**src/rtl/interrupt_ack_ctrl_if.sv**
```systemverilog
// -----------------------------------------------------------------------------
// interrupt_ack_ctrl_if
//   Groups the interrupt handshake between the priority encoder / CPU side and
//   the interrupt acknowledge controller.
//
//   Signals (the direction given is the controller's view):
//     int1       in   pending-interrupt flag from the priority encoder
//     x[1:0]     in   encoded source number (3 = highest), valid while int1=1
//     cpu_ack    in   CPU accepts the request presented on irq/vector
//     cpu_eoi    in   CPU signals end of interrupt service
//     irq        out  interrupt request to the CPU
//     vector     out  latched source number being requested or serviced
//     ack[3:0]   out  one-hot acknowledge to the peripherals (bit n = source n)
//     in_service out  an acknowledged interrupt is being serviced
//     err        out  one-cycle pulse on request timeout
//     irq_count  out  number of acknowledged interrupts, wraps 255 -> 0
//
//   Modports:
//     master  the encoder / CPU side (drives the requests and handshakes)
//     slave   the controller
// -----------------------------------------------------------------------------
interface interrupt_ack_ctrl_if;
  logic       int1;
  logic [1:0] x;
  logic       cpu_ack;
  logic       cpu_eoi;
  logic       irq;
  logic [1:0] vector;
  logic [3:0] ack;
  logic       in_service;
  logic       err;
  logic [7:0] irq_count;

  modport master (
    output int1, x, cpu_ack, cpu_eoi,
    input  irq, vector, ack, in_service, err, irq_count
  );

  modport slave (
    input  int1, x, cpu_ack, cpu_eoi,
    output irq, vector, ack, in_service, err, irq_count
  );
endinterface : interrupt_ack_ctrl_if

```
**src/rtl/interrupt_ack_ctrl.sv**
```systemverilog
// -----------------------------------------------------------------------------
// interrupt_ack_ctrl
//   Four-state interrupt acknowledge controller (IDLE -> REQ -> ACK -> SERVICE).
//   A pending interrupt seen in IDLE is latched and presented to the CPU on
//   irq/vector. The CPU accepts with cpu_ack, which produces a single-cycle
//   one-hot acknowledge to the addressed peripheral, and then closes the
//   service window with cpu_eoi. A request the CPU ignores for TIMEOUT cycles
//   is abandoned and flagged with a one-cycle err pulse. No nesting: new
//   requests are only looked at in IDLE.
//
//   Ports:
//     clk    system clock, all state changes on its rising edge
//     rst_n  asynchronous active-low reset
//     bus    interrupt_ack_ctrl_if.slave (handshake and status signals)
//
//   Parameters:
//     TIMEOUT  number of REQ cycles without cpu_ack before giving up (1..255)
//
//   Every output is a flop or a decode of flops; nothing from the inputs
//   reaches an output in the same cycle.
// -----------------------------------------------------------------------------
module interrupt_ack_ctrl #(
  parameter int unsigned TIMEOUT = 15
) (
  input  logic                  clk,
  input  logic                  rst_n,
  interrupt_ack_ctrl_if.slave   bus
);

  typedef enum logic [1:0] {
    S_IDLE    = 2'd0,
    S_REQ     = 2'd1,
    S_ACK     = 2'd2,
    S_SERVICE = 2'd3
  } state_e;

  // Timeout fires in the REQ cycle whose count equals TIMEOUT-1, which gives
  // exactly TIMEOUT cycles of irq when the CPU never answers.
  localparam logic [7:0] LAST_WAIT = 8'(TIMEOUT - 1);

  state_e     state_q,     state_d;
  logic [1:0] vector_q,    vector_d;
  logic [7:0] wait_cnt_q,  wait_cnt_d;
  logic       err_q,       err_d;
  logic [7:0] irq_count_q, irq_count_d;

  // ---------------------------------------------------------------------------
  // Next-state and register-input logic
  // ---------------------------------------------------------------------------
  always_comb begin
    // NOTE: every signal gets a default before the case so that no path leaves
    // it unassigned; a missing default here would infer a latch.
    state_d     = state_q;
    vector_d    = vector_q;
    wait_cnt_d  = wait_cnt_q;
    err_d       = 1'b0;
    irq_count_d = irq_count_q;

    unique case (state_q)
      S_IDLE: begin
        if (bus.int1) begin
          vector_d   = bus.x;
          wait_cnt_d = 8'd0;
          state_d    = S_REQ;
        end
      end

      S_REQ: begin
        // cpu_ack is tested first so it wins over a timeout in the same cycle.
        if (bus.cpu_ack) begin
          state_d     = S_ACK;
          irq_count_d = irq_count_q + 8'd1;
        end else if (wait_cnt_q == LAST_WAIT) begin
          state_d = S_IDLE;
          err_d   = 1'b1;
        end else begin
          wait_cnt_d = wait_cnt_q + 8'd1;
        end
      end

      S_ACK: begin
        state_d = bus.cpu_eoi ? S_IDLE : S_SERVICE;
      end

      S_SERVICE: begin
        if (bus.cpu_eoi) begin
          state_d = S_IDLE;
        end
      end

      default: state_d = S_IDLE;
    endcase
  end

  // ---------------------------------------------------------------------------
  // State registers
  // ---------------------------------------------------------------------------
  // NOTE: sequential state uses non-blocking assignments so every flop samples
  // the values from before the edge, independent of statement order.
  always_ff @(posedge clk or negedge rst_n) begin
    if (!rst_n) begin
      state_q     <= S_IDLE;
      vector_q    <= 2'd0;
      wait_cnt_q  <= 8'd0;
      err_q       <= 1'b0;
      irq_count_q <= 8'd0;
    end else begin
      state_q     <= state_d;
      vector_q    <= vector_d;
      wait_cnt_q  <= wait_cnt_d;
      err_q       <= err_d;
      irq_count_q <= irq_count_d;
    end
  end

  // ---------------------------------------------------------------------------
  // Outputs, decoded from registered state only
  // ---------------------------------------------------------------------------
  assign bus.irq        = (state_q == S_REQ);
  assign bus.vector     = vector_q;
  assign bus.ack        = (state_q == S_ACK) ? (4'b0001 << vector_q) : 4'b0000;
  assign bus.in_service = (state_q == S_ACK) || (state_q == S_SERVICE);
  assign bus.err        = err_q;
  assign bus.irq_count  = irq_count_q;

endmodule : interrupt_ack_ctrl
```
**src/flat_wrapper.sv**
```systemverilog
// flat-port wrapper written by rule: the top's interface ports become plain ports
module interrupt_ack_ctrl_flat 
#(
  parameter int unsigned TIMEOUT = 15
)
  (clk, rst_n, bus_int1, bus_x, bus_cpu_ack, bus_cpu_eoi, bus_irq, bus_vector, bus_ack, bus_in_service, bus_err, bus_irq_count);
  interrupt_ack_ctrl_if bus_i ();
  input  logic clk;
  input  logic rst_n;
  input wire logic [$bits(bus_i.int1)-1:0] bus_int1;
  input wire logic [$bits(bus_i.x)-1:0] bus_x;
  input wire logic [$bits(bus_i.cpu_ack)-1:0] bus_cpu_ack;
  input wire logic [$bits(bus_i.cpu_eoi)-1:0] bus_cpu_eoi;
  output wire logic [$bits(bus_i.irq)-1:0] bus_irq;
  output wire logic [$bits(bus_i.vector)-1:0] bus_vector;
  output wire logic [$bits(bus_i.ack)-1:0] bus_ack;
  output wire logic [$bits(bus_i.in_service)-1:0] bus_in_service;
  output wire logic [$bits(bus_i.err)-1:0] bus_err;
  output wire logic [$bits(bus_i.irq_count)-1:0] bus_irq_count;
  assign bus_i.int1 = bus_int1;
  assign bus_i.x = bus_x;
  assign bus_i.cpu_ack = bus_cpu_ack;
  assign bus_i.cpu_eoi = bus_cpu_eoi;
  assign bus_irq = bus_i.irq;
  assign bus_vector = bus_i.vector;
  assign bus_ack = bus_i.ack;
  assign bus_in_service = bus_i.in_service;
  assign bus_err = bus_i.err;
  assign bus_irq_count = bus_i.irq_count;
  interrupt_ack_ctrl #(.TIMEOUT(TIMEOUT)) u_core (.clk(clk), .rst_n(rst_n), .bus(bus_i));
endmodule
```
**config.mk**
```make
export PLATFORM = sky130hd
export DESIGN_NAME = interrupt_ack_ctrl_flat
export DESIGN_NICKNAME = d
export VERILOG_FILES = /design/src/rtl/interrupt_ack_ctrl_if.sv /design/src/rtl/interrupt_ack_ctrl.sv /design/src/flat_wrapper.sv
export SDC_FILE = /design/constraint.sdc
export NUM_CORES = 1
export LEC_CHECK = 0
export ABC_AREA = 1
export BUFFER_PORTS_ARGS = -buffer_cell sky130_fd_sc_hd__buf_2
export CORE_ASPECT_RATIO = 0.7
export CORE_UTILIZATION = 40
export CTS_BUF_LIST = sky130_fd_sc_hd__clkbuf_16
export DETAILED_ROUTE_END_ITERATION = 16
export REMOVE_ABC_BUFFERS = 1
export SETUP_SLACK_MARGIN = 0.5
export SLEW_MARGIN = 40
export SYNTH_ARGS = -nofsm -noshare
export SYNTH_HDL_FRONTEND = slang
export SYNTH_SLANG_ARGS = --single-unit
export TNS_END_PERCENT = 20
```
**constraint.sdc**
```tcl
create_clock -name clk -period 2.42 [get_ports clk]
set_input_delay 0.121 -clock clk [delete_from_list [all_inputs] [get_ports clk]]
set_output_delay 0.121 -clock clk [all_outputs]
set_load 0.02 [all_outputs]
```
* Word level (Yosys, flattened, before mapping)
Cells that the tools add are included.
Word-level totals: register bits after elaboration 21, input port bits 7, output and inout bits 17, logic and storage cells 38
Cells by class: shifts and indexed selects 1, $add $sub $neg 2, equality and inequality tests 9, multiplexer cells 14, reduce and logical (&&, ||, !) cells 7
Operator list (number):
- 8-bit two-way mux | 3
- 8-bit by 1-bit adder with 8-bit output (second input constant) | 2
- 8-bit one-hot mux with 2 select lines | 1
- 2-bit two-way mux | 5
- 8-bit by 4-bit == test with 1-bit output (second input constant) | 1
- 2-bit inequality test (second input constant) | 4
- 2-bit one-hot mux with 4 select lines | 1
- 2-bit == test (second input constant) | 2
- 4-bit two-way mux | 1
- 2-bit AND reduction | 2
- 4-bit AND reduction | 1
- 1-bit by 2-bit left shift with 4-bit output (first input constant) | 1
- 1-bit two-way mux | 3
- 3-bit by 2-bit inequality test with 1-bit output (second input constant) | 1
- 3-bit AND reduction | 1
- 2-bit by 1-bit == test with 1-bit output (second input constant) | 1
- 2-bit zero test | 1
- 2-bit nonzero test | 1
- 1-bit logical OR | 1

* Depth between registers and ports, before layout
Gate-level depths: netlist of the first run.
word-level depth 4, mapped depth 8, mapped depth without buffers 8

* Worst setup path before layout of the first run
OpenSTA, ideal clock, no wires.
path type register to output, from register u_core.state_q[0], to output port bus_ack[0], arrival 1.100 ns, cell stages (with the launch flop) 4, setup slack 1.199 ns, cells stage by stage dfrtp_1 > inv_2 > nand2_1 > nor3_1
On the way: word-level cells in the longest chain between the ends 2
Ends and longest elaborated chain:
- start, declared | RTL line interrupt_ack_ctrl.sv:41 | state_e state_q, state_d;
- start signal, assigned | RTL line interrupt_ack_ctrl.sv:108 | state_q <= state_d;
- 2-bit == test | RTL line interrupt_ack_ctrl.sv:121 | assign bus.ack = (state_q == S_ACK) ? (4'b0001 << vector_q) : 4'b0000;
- 4-bit two-way mux | RTL line interrupt_ack_ctrl.sv:121
- end, declared | RTL line flat_wrapper.sv:16 | output wire logic [$bits(bus_i.ack)-1:0] bus_ack;
No other way between the ends.

* Worst setup path after layout of the first run
Ends and elaborated chain as after synthesis.

==> out/summary.md, run 1 <==
Broken down by cell family, the worst path's largest delay share belongs to flip-flops. The repair_antennas step left the layout with diodes totalling 0. Prior to clock tree synthesis, the placed netlist has a worst setup slack of 1110 ps. The count of buffers added on input and output ports is 23.

Once routing completed, OpenROAD measured the worst setup slack at 998 ps. The largest total area in the synthesized netlist belongs to sky130_fd_sc_hd__dfrtp_1. Clock-pin slew was measured on the worst setup and hold paths at 60 ps. In this run, the number of DRC markers left after iteration 0 of detailed routing was 35. Of the post-synthesis cell area, the dominant cell type holds 42.8%. The total stage count of the critical path was 4; the height of the die was 48.4 µm. The endpoint of the lowest-slack register-to-register path was u_core.wait_cnt_q[3].

For the relative slew slack, the log shows 67.5%. At the pin with the least slew margin, the transition time is 488 ps. The first detailed-routing pass ran for 6 iterations. Number of clock buffers inserted by TritonCTS: 3.

Peak ir drop on the vdd network: 492 µV. The logs give 0 for the initial antenna violation count and 1300 ps for the critical path arrival. The logs give 24 for the total I/O pin count and 2.34 mm for the final routed wirelength across all metal layers.

Yosys mapped the design onto 26 distinct sky130hd cell types. The length in cells of the worst reg-to-reg path came out at 8. Global router's overall resource usage: 16.9%.

The area enclosed by the die boundary came out at 3300 µm². For flop-to-flop paths, the worst setup slack is 1110 ps. The tools report the leakage power as 0.000825 µW. The critical path goes through inv_2 > nand2_1 > nor3_1 > buf_2. CTS placed an instance of sky130_fd_sc_hd__clkbuf_16 at the clock tree root. The layout-stage area growth over the synthesis result was 20.0%.

The worst setup path is launched from a flop. The tools report the share of the core filled with cells in the final layout as 51.5%. The worst hold path belongs to the class in -> reg.

The number of global-route vias before repair was 950; the routed via count divided by cell count was 4.77. The run gives 2300 ps as the required time reported for the critical path endpoint. The flow ran to the end, and the final reports show no timing, DRC or antenna violations. Kind of end point of the critical path: a primary output. After layout, the worst path uses 58.8% of the clock period. Entering global routing, the biggest net connects 22 pins.

The worst path in the final design needs a cycle of 1420 ps, including I/O delays and setup. Power spread over the standard cell area amounts to 1010 nW/µm². The tools report the count of warnings emitted by yosys as 0.

Among all stages on the critical path, the largest delay is contributed by sky130_fd_sc_hd__dfrtp_1. The async set-reset flop share out of synthesis is 100%. The longest clock path from root to sink contains 2 buffers.

The total count of max-transition violations in the final report was 0. The floorplan has 16 rows. Setup repair after global routing left no endpoint under its margin. The count of cells along the worst hold path was 3. Dividing the detail-routed wire length by the instance count gives 10.8 µm. Global routing finished with a remaining overflow of 0. The deepest level of the CTS H-tree was 1; the width of the die was 68.2 µm.

Setup violations remaining at the end of the flow were counted as 0. The delay of the slowest cell on the worst path was 420 ps; the CTS sink count was 21. The final number of hold-violating endpoints was 0. The number of enable flip-flop cells after synthesis is 0, and the final weighted congestion in routability-driven placement is 0.775. The total of flip-flops plus latches after synthesis works out to 21. Hold path startpoint: bus_x[1]. The most used flip-flop cell after synthesis is sky130_fd_sc_hd__dfrtp_1. The effective utilization at floorplan was 42.9%; the half-perimeter wire length of the detailed placement result was 1.77 mm.

For the maximum clock skew at final layout, the log shows 1.14 ps. Timing would allow up to 0.703 GHz. TritonCTS built the clock tree. The tools report the final layout net count as 192. The worst register-to-register path begins at u_core.wait_cnt_q[0]. In the final timing run, aggregate negative setup slack is 0 ps.

The cell count after synthesis came out at 154. The critical path in this run is classified as reg -> out. The worst hold path terminates at u_core.bus.vector[1]. After detailed placement, the design holds a cell count of 212. The summed instance area of the synthesized netlist is 1230 µm². The detailed router placed 1,036 vias in this run.

A synthesized cell averages 7.98 µm². The critical-path maximum fanout is 5. The finished layout holds 217 standard cells, fillers aside. The total power was 1490 µW. After clock tree synthesis, the setup repair step added 0 buffers.

The tools report the count of nets left with antenna violations after detail routing as 0. The run gives 4.22 mm as the wire length of the first global-routing pass. After synthesis, the cell types taking the most area are sky130_fd_sc_hd__dfrtp_1 43%, sky130_fd_sc_hd__nand2_1 18%, sky130_fd_sc_hd__inv_1 5.8%, sky130_fd_sc_hd__nor2_8 3.3%, sky130_fd_sc_hd__ha_1 3.1%. The run gives 2860 µm² as the area of the placeable core. The buffer and inverter count on the worst path was 2; the max-cap check violation count was 0. In the routed design, unresolved DRC markers number 0. The fraction of the yosys area taken by sequential cells is 42.8%.

The tools report the insertion delay of the later-clocked pin in the worst-skew pair as 250 ps. The share of layout cells above drive strength 1 works out to 22.1%.
-- metrics by stage --
step / hold slack, ps / area (µm²)
2_1_floorplan: -175 / 1220
3_3_place_gp: 109 / 1390
3_5_place_dp: 114 / 1390
4_1_cts: 124 / 1470
5_1_grt: 148 / 1470
6_report: 127 / 1470
-- cells by family (layout without fill, tap and decap cells) --
kind of cell	after synthesis	after routing	synth area share, %
XOR/XNOR	4	4	2.85
flip-flops	21	21	42.8
AO/OA/AOI/OAI	6	6	3.56
adder cells (fa/ha/maj)	3	3	3.06
buffers and inverters	21	48	6.42
AND/OR/NAND/NOR	99	99	41.3
-- layer usage --
layer  vias to the layer above  global-route usage (%)  routed length [µm]
met3                         2                    4.25                  75
li1                        534                       -                   -
met1                       479                    24.2                1190
met5                         -                       0                   0
met2                        21                    25.3                1060
met4                         0                    4.17                  21
-- cell usage in the layout, fill, tap and decap left out, drive strengths merged, types with 2 or more instances in the layout --
cell and count:
buf 23, nor3 6, nand3b 4, o21ai 2
dfrtp 21, nor2 14, clkbuf 3, a21oi 3
nand2 64, nand3 8, ha 3, xnor2 3
inv 21
-- synthesized netlist by cell type (3+ instances only) --
cell	count
sky130_fd_sc_hd__dfrtp_1	21
sky130_fd_sc_hd__nand3b_1	4
sky130_fd_sc_hd__nor3_1	5
sky130_fd_sc_hd__inv_1	19
sky130_fd_sc_hd__ha_1	3
sky130_fd_sc_hd__xnor2_1	3
sky130_fd_sc_hd__nand3_1	7
sky130_fd_sc_hd__nand2_1	58
sky130_fd_sc_hd__nor2_1	10
sky130_fd_sc_hd__nand2_2	3
-- sequential cells by signal, indices dropped and copies added, names as in the netlist --
register              flops
u_core.bus.irq_count      8
u_core.wait_cnt_q         8
u_core.bus.vector         2
u_core.state_q            2
u_core.bus.err            1
-- worst max path at each step --
stage	slack, ps	from	endpoint
2_1_floorplan	1080	u_core.state_q[1]	bus_ack[0]
3_3_place_gp	1170	u_core.wait_cnt_q[0]	u_core.wait_cnt_q[0]
3_5_place_dp	1110	u_core.wait_cnt_q[0]	u_core.wait_cnt_q[3]
4_1_cts	1000	u_core.state_q[0]	bus_ack[0]
5_1_grt	890	u_core.state_q[1]	bus_ack[0]
6_report	1000	u_core.state_q[0]	bus_ack[0]
-- final cells by class --
cell class,instances,area (µm²)
inverter,20,75.1
tap,36,45.0
clock buffer,3,75.1
timing repair buffer,24,125
fill,276,1390
clock inverter,1,3.75
multi-input combinational,112,624
sequential,21,526
-- what timing repair did --
| item | 4_1_cts | 5_1_grt |
|---|---|---|
| gates resized for setup | 0 | 0 |
| endpoints found under the hold margin | 21 | 0 |
| hold buffers | 1 | 0 |
-- tightest hold or removal path, delay by kind of cell --
family | cells | cell delay [ps]
buffers and inverters | 1 | 80
AND/OR/NAND/NOR | 1 | 40
AO/OA/AOI/OAI | 1 | 100
-- where the power goes --
part / internal (µW) / total (µW) / switching, µW / leakage [µW]
clock network: 220 / 340 / 120 / 0.0000423
logic: 203 / 595 / 392 / 0.000514
registers: 441 / 553 / 112 / 0.000269
total: 863 / 1490 / 625 / 0.000825
(Power assumes the default switching activity.)
==> run 2: changes to the inputs <==
--- a/config.mk
+++ b/config.mk
@@ -5,7 +5,7 @@
 export SDC_FILE = /design/constraint.sdc
 export NUM_CORES = 1
 export LEC_CHECK = 0
-export ABC_AREA = 1
+export ABC_AREA = 0
 export BUFFER_PORTS_ARGS = -buffer_cell sky130_fd_sc_hd__buf_2
 export CORE_ASPECT_RATIO = 0.7
 export CORE_UTILIZATION = 40
==> constraint.sdc (replaced) <==
create_clock -name clk -period 1.3 [get_ports clk]
set_input_delay 0.065 -clock clk [delete_from_list [all_inputs] [get_ports clk]]
set_output_delay 0.065 -clock clk [all_outputs]
set_load 0.02 [all_outputs]
==> out/summary.md, run 2 <==
The critical path starts at u_core.wait_cnt_q[1]. The tools report the part of the total power dissipated in the clock network as 17.9%. By area the synthesized netlist is led by sky130_fd_sc_hd__dfrtp_1 50%, sky130_fd_sc_hd__xnor2_1 5.0%, sky130_fd_sc_hd__nand2_1 4.3%, sky130_fd_sc_hd__ha_1 3.6%, sky130_fd_sc_hd__a21oi_1 2.9%. Cell internal power was estimated by the tool at 2230 µW. Across the VDD grid, the largest voltage drop is 1150 µV.

The synthesized netlist contains 32 unique library cells. Startpoint of the worst-slack reg-to-reg timing path: u_core.wait_cnt_q[1]. The count of cells along the worst hold path came out at 2. Yosys printed 0 warnings.

The share of layout cells above drive strength 1 works out to 57.4%. The initial antenna violation count was 0. The leakage power was 0.000853 µW; the number of clock buffers inserted by TritonCTS was 3. The routed via count divided by cell count is 5.13, and the required time reported for the critical path endpoint is 1490 ps. The delay of the slowest cell on the worst path is 410 ps. Synthesis handed over a netlist of 99 instances. The kind of end point of the critical path is a flop. The library cell used most frequently in the layout, excluding fill and tap cells, is sky130_fd_sc_hd__buf_4. The switching share of total power is 38.5%. The post-route worst setup slack is -325 ps, and the sequential cell fraction of total power is 29.2%. The share of synthesized area in the top cell type comes to 50.5%. Count of nets left with antenna violations after detail routing: 0.

The detailed-route wire length per cell is 15.0 µm. The sum of overflow across all layers after global routing was 0. End point of the worst hold path: u_core.bus.vector[1]. The total of flip-flops plus latches after synthesis came out at 21. The wire-length estimate of the detail-placed layout is 1.81 mm. The worst-path cell with the longest stage delay was sky130_fd_sc_hd__dfrtp_1. In the final timing run, aggregate negative setup slack is -2730 ps. The layout-stage area growth over the synthesis result came out at 69.2%.

In this run the vertical extent of the chip is 44.7 µm. Clock tree synthesis selected as its root buffer the cell sky130_fd_sc_hd__clkbuf_16. For the fmax, the log shows 0.615 GHz. The logs give 2460 µm² for the area of the placeable core and 0 for the number of diodes added for antenna fixing. The run gives 15 as the total number of placement rows. The number of enable flip-flop cells after synthesis was 0.

Counting cells, the worst reg-to-reg path comes to 6. At the end of the flow, the number of nets in the layout was 166. Summing every instance area after synthesis gives 1040 µm². The buffer and inverter count on the worst path works out to 1.

For this design the total switching power over the nets is 1390 µW. Kind of critical path: reg -> reg. The first TritonRoute pass finished after 4 iterations. Along the worst path, the maximum fanout reaches 3. Sorting the synthesized cells by how often they occur yields 21 x sky130_fd_sc_hd__dfrtp_1, 12 x sky130_fd_sc_hd__nand2_1, 6 x sky130_fd_sc_hd__a21oi_1, 6 x sky130_fd_sc_hd__nand3_1, 6 x sky130_fd_sc_hd__xnor2_1. The number of DRC violations after detailed-routing iteration 0 was 16; the count of filler cells inserted in the layout was 163. For the final number of hold-violating endpoints, the log shows 0. The run gives 1820 ps as the critical path arrival.

The checks that failed: negative setup slack. The combinational share of power was 52.9%. The largest net degree at the start of global routing is 22, and the clock transition at the registers of the reported paths is 60 ps. Once the floorplan was initialized, standard cells occupied 42.3% of the core. Setup repair after global routing could not meet its margin everywhere. The worst path in the final design needs a cycle of 1630 ps, including I/O delays and setup. No sink is reached through more buffers than the 2 on the longest clock path. In this run the power density over the cells is 2050 nW/µm².

TritonCTS built the clock tree. The post-detailed-route DRC marker count is 0, and the max-cap check violation count is 0. For flop-to-flop paths, the worst setup slack is -330 ps.

The most used flip-flop cell after synthesis is sky130_fd_sc_hd__dfrtp_1. The clock drives 21 sinks. The slew of the pin with the lowest slew margin works out to 466 ps.

Number of global-route vias before repair: 917. After synthesis, the share of flip-flops with an asynchronous set or reset is 100%. The run gives 1 as the deepest level of the CTS H-tree. The worst register-to-register path ends at u_core.wait_cnt_q[3]. The cell with the most instances after synthesis is sky130_fd_sc_hd__dfrtp_1. The first global-routing pass estimated 4.40 mm of wire.

The tightest min-delay check is of the in -> reg type. The floorplan step set the die width to 63.0 µm. Share of the core filled with cells in the final layout: 71.7%. The tools report the critical path startpoint category as a flop. The tools report the total count of max-transition violations in the final report as 0.

The flow ran to the end, but the final reports show violations. The later pin in the worst-skew pair is clocked with a latency of 250 ps. The hold path startpoint is bus_x[1]. Global routing used 21.0% of the available tracks.

The via count was 970. For this run, the register share of the synthesized area comes to 50.5%. The total of buffers placed on input and output ports is 23.

The final routed wirelength across all metal layers is 2.83 mm, and the final weighted congestion in routability-driven placement is 0.794. Dividing the final minimum period by the clock period gives 125%. The signal on the critical path passes through ha_4 > and4b_4 > a211oi_4 > buf_4 > and3_4 > a211o_1.

During I/O placement, the number of pins put on the boundary was 24. The synthesized area divided by synthesized cell count was 10.5 µm². The cell family contributing the most delay on the critical path is compound AO/OA/AOI/OAI gates.

Dominant cell type by area after synthesis: sky130_fd_sc_hd__dfrtp_1. Setup violations remaining at the end of the flow were counted as 13. In this run the tightest slew margin relative to its limit is 69.0%. For the final database, setup skew stands at 2.41 ps.

Leaving out fill and tap cells, the most frequent cells in the layout are 23 x sky130_fd_sc_hd__buf_4, 22 x sky130_fd_sc_hd__buf_6, 21 x sky130_fd_sc_hd__dfrtp_1. The die covers 2810 µm².
[run 2: changes by cell type in the layout (fill, tap and decap cells not counted), moves of 8 or more]
cell                      change
sky130_fd_sc_hd__buf_2       -15
sky130_fd_sc_hd__buf_4       +23
sky130_fd_sc_hd__buf_6       +22
sky130_fd_sc_hd__inv_1       -20
sky130_fd_sc_hd__nand2_1     -51
sky130_fd_sc_hd__nor2_1       -8
[run 2: worst register-to-register path, cell delays in order (launching register included)]
cell,delay [ps]
sky130_fd_sc_hd__dfrtp_1,410
sky130_fd_sc_hd__ha_4,170
sky130_fd_sc_hd__and4b_4,190
sky130_fd_sc_hd__a211oi_4,340
sky130_fd_sc_hd__buf_4,190
sky130_fd_sc_hd__and3_4,160
sky130_fd_sc_hd__a211o_1,100
[run 2: layer usage]
metal,up-vias,track usage [%],share of wire (%)
li1,469,-,-
met1,477,27.7,48
met2,24,35.3,48
met3,0,5.67,3.5
met4,0,4.19,0
met5,-,0,0
[run 2: power groups by stage]
stage | clock, µW | sequential [µW] | combinational [µW]
2_1_floorplan | 0 | 1170 | 512
5_1_grt | 696 | 1080 | 2040
6_report | 648 | 1060 | 1910
3_3_place_gp | 0 | 999 | 1280
4_1_cts | 655 | 1050 | 1730
3_5_place_dp | 0 | 1010 | 1300
[run 2: kinds of logic (layout without fill, tap and decap cells)]
group | Yosys count | after routing | synth area share (%)
compound gates | 17 | 17 | 12.4
xor+xnor | 7 | 7 | 5.89
fa+ha+maj | 3 | 3 | 3.61
buf+inv | 4 | 60 | 1.56
flops | 21 | 21 | 50.5
mux | 2 | 2 | 2.16
simple gates | 45 | 45 | 23.9
[run 2: metrics by stage]
stage	power, µW	std cells	hold WS, ps	area (µm²)	worst slack (ps)
after floorplan	1680	97	-231	1030	-345
after global placement	2280	181	46.1	1390	-315
after detailed placement	2320	181	47.4	1390	-382
after CTS	3430	189	40.8	1690	-277
after global routing	3820	189	46.1	1760	-388
final	3620	189	41.0	1760	-325
[run 2: layout make-up]
type | count | area, µm² | area share [%]
Sequential cell | 21 | 526 | 29.8
Timing Repair Buffer | 54 | 470 | 26.7
Clock inverter | 1 | 5.00 | 0.284
Clock buffer | 3 | 75.1 | 4.26
Inverter | 2 | 10.0 | 0.568
Tap cell | 34 | 42.5 | 2.41
Multi-Input combinational cell | 74 | 633 | 35.9
[run 2: timing repair]
action / 4_1_cts / 5_1_grt
hold buffers: 1 / 0
setup endpoints to repair: 38 / 38
buffers inserted: 3 / 0
hold endpoints to repair: 21 / 0
resized for setup: 55 / 16
pin swaps: 19 / 11
[run 2: how the worst max path moves through the flow]
stage                                      end  cells past startpoint  slack (ps)
final                     u_core.wait_cnt_q[3]                      6        -330
after global routing      u_core.wait_cnt_q[2]                      7        -390
after global placement    u_core.wait_cnt_q[6]                      6        -310
after CTS                 u_core.wait_cnt_q[2]                      7        -280
after detailed placement  u_core.wait_cnt_q[3]                      6        -380
after floorplan           u_core.wait_cnt_q[3]                      6        -350
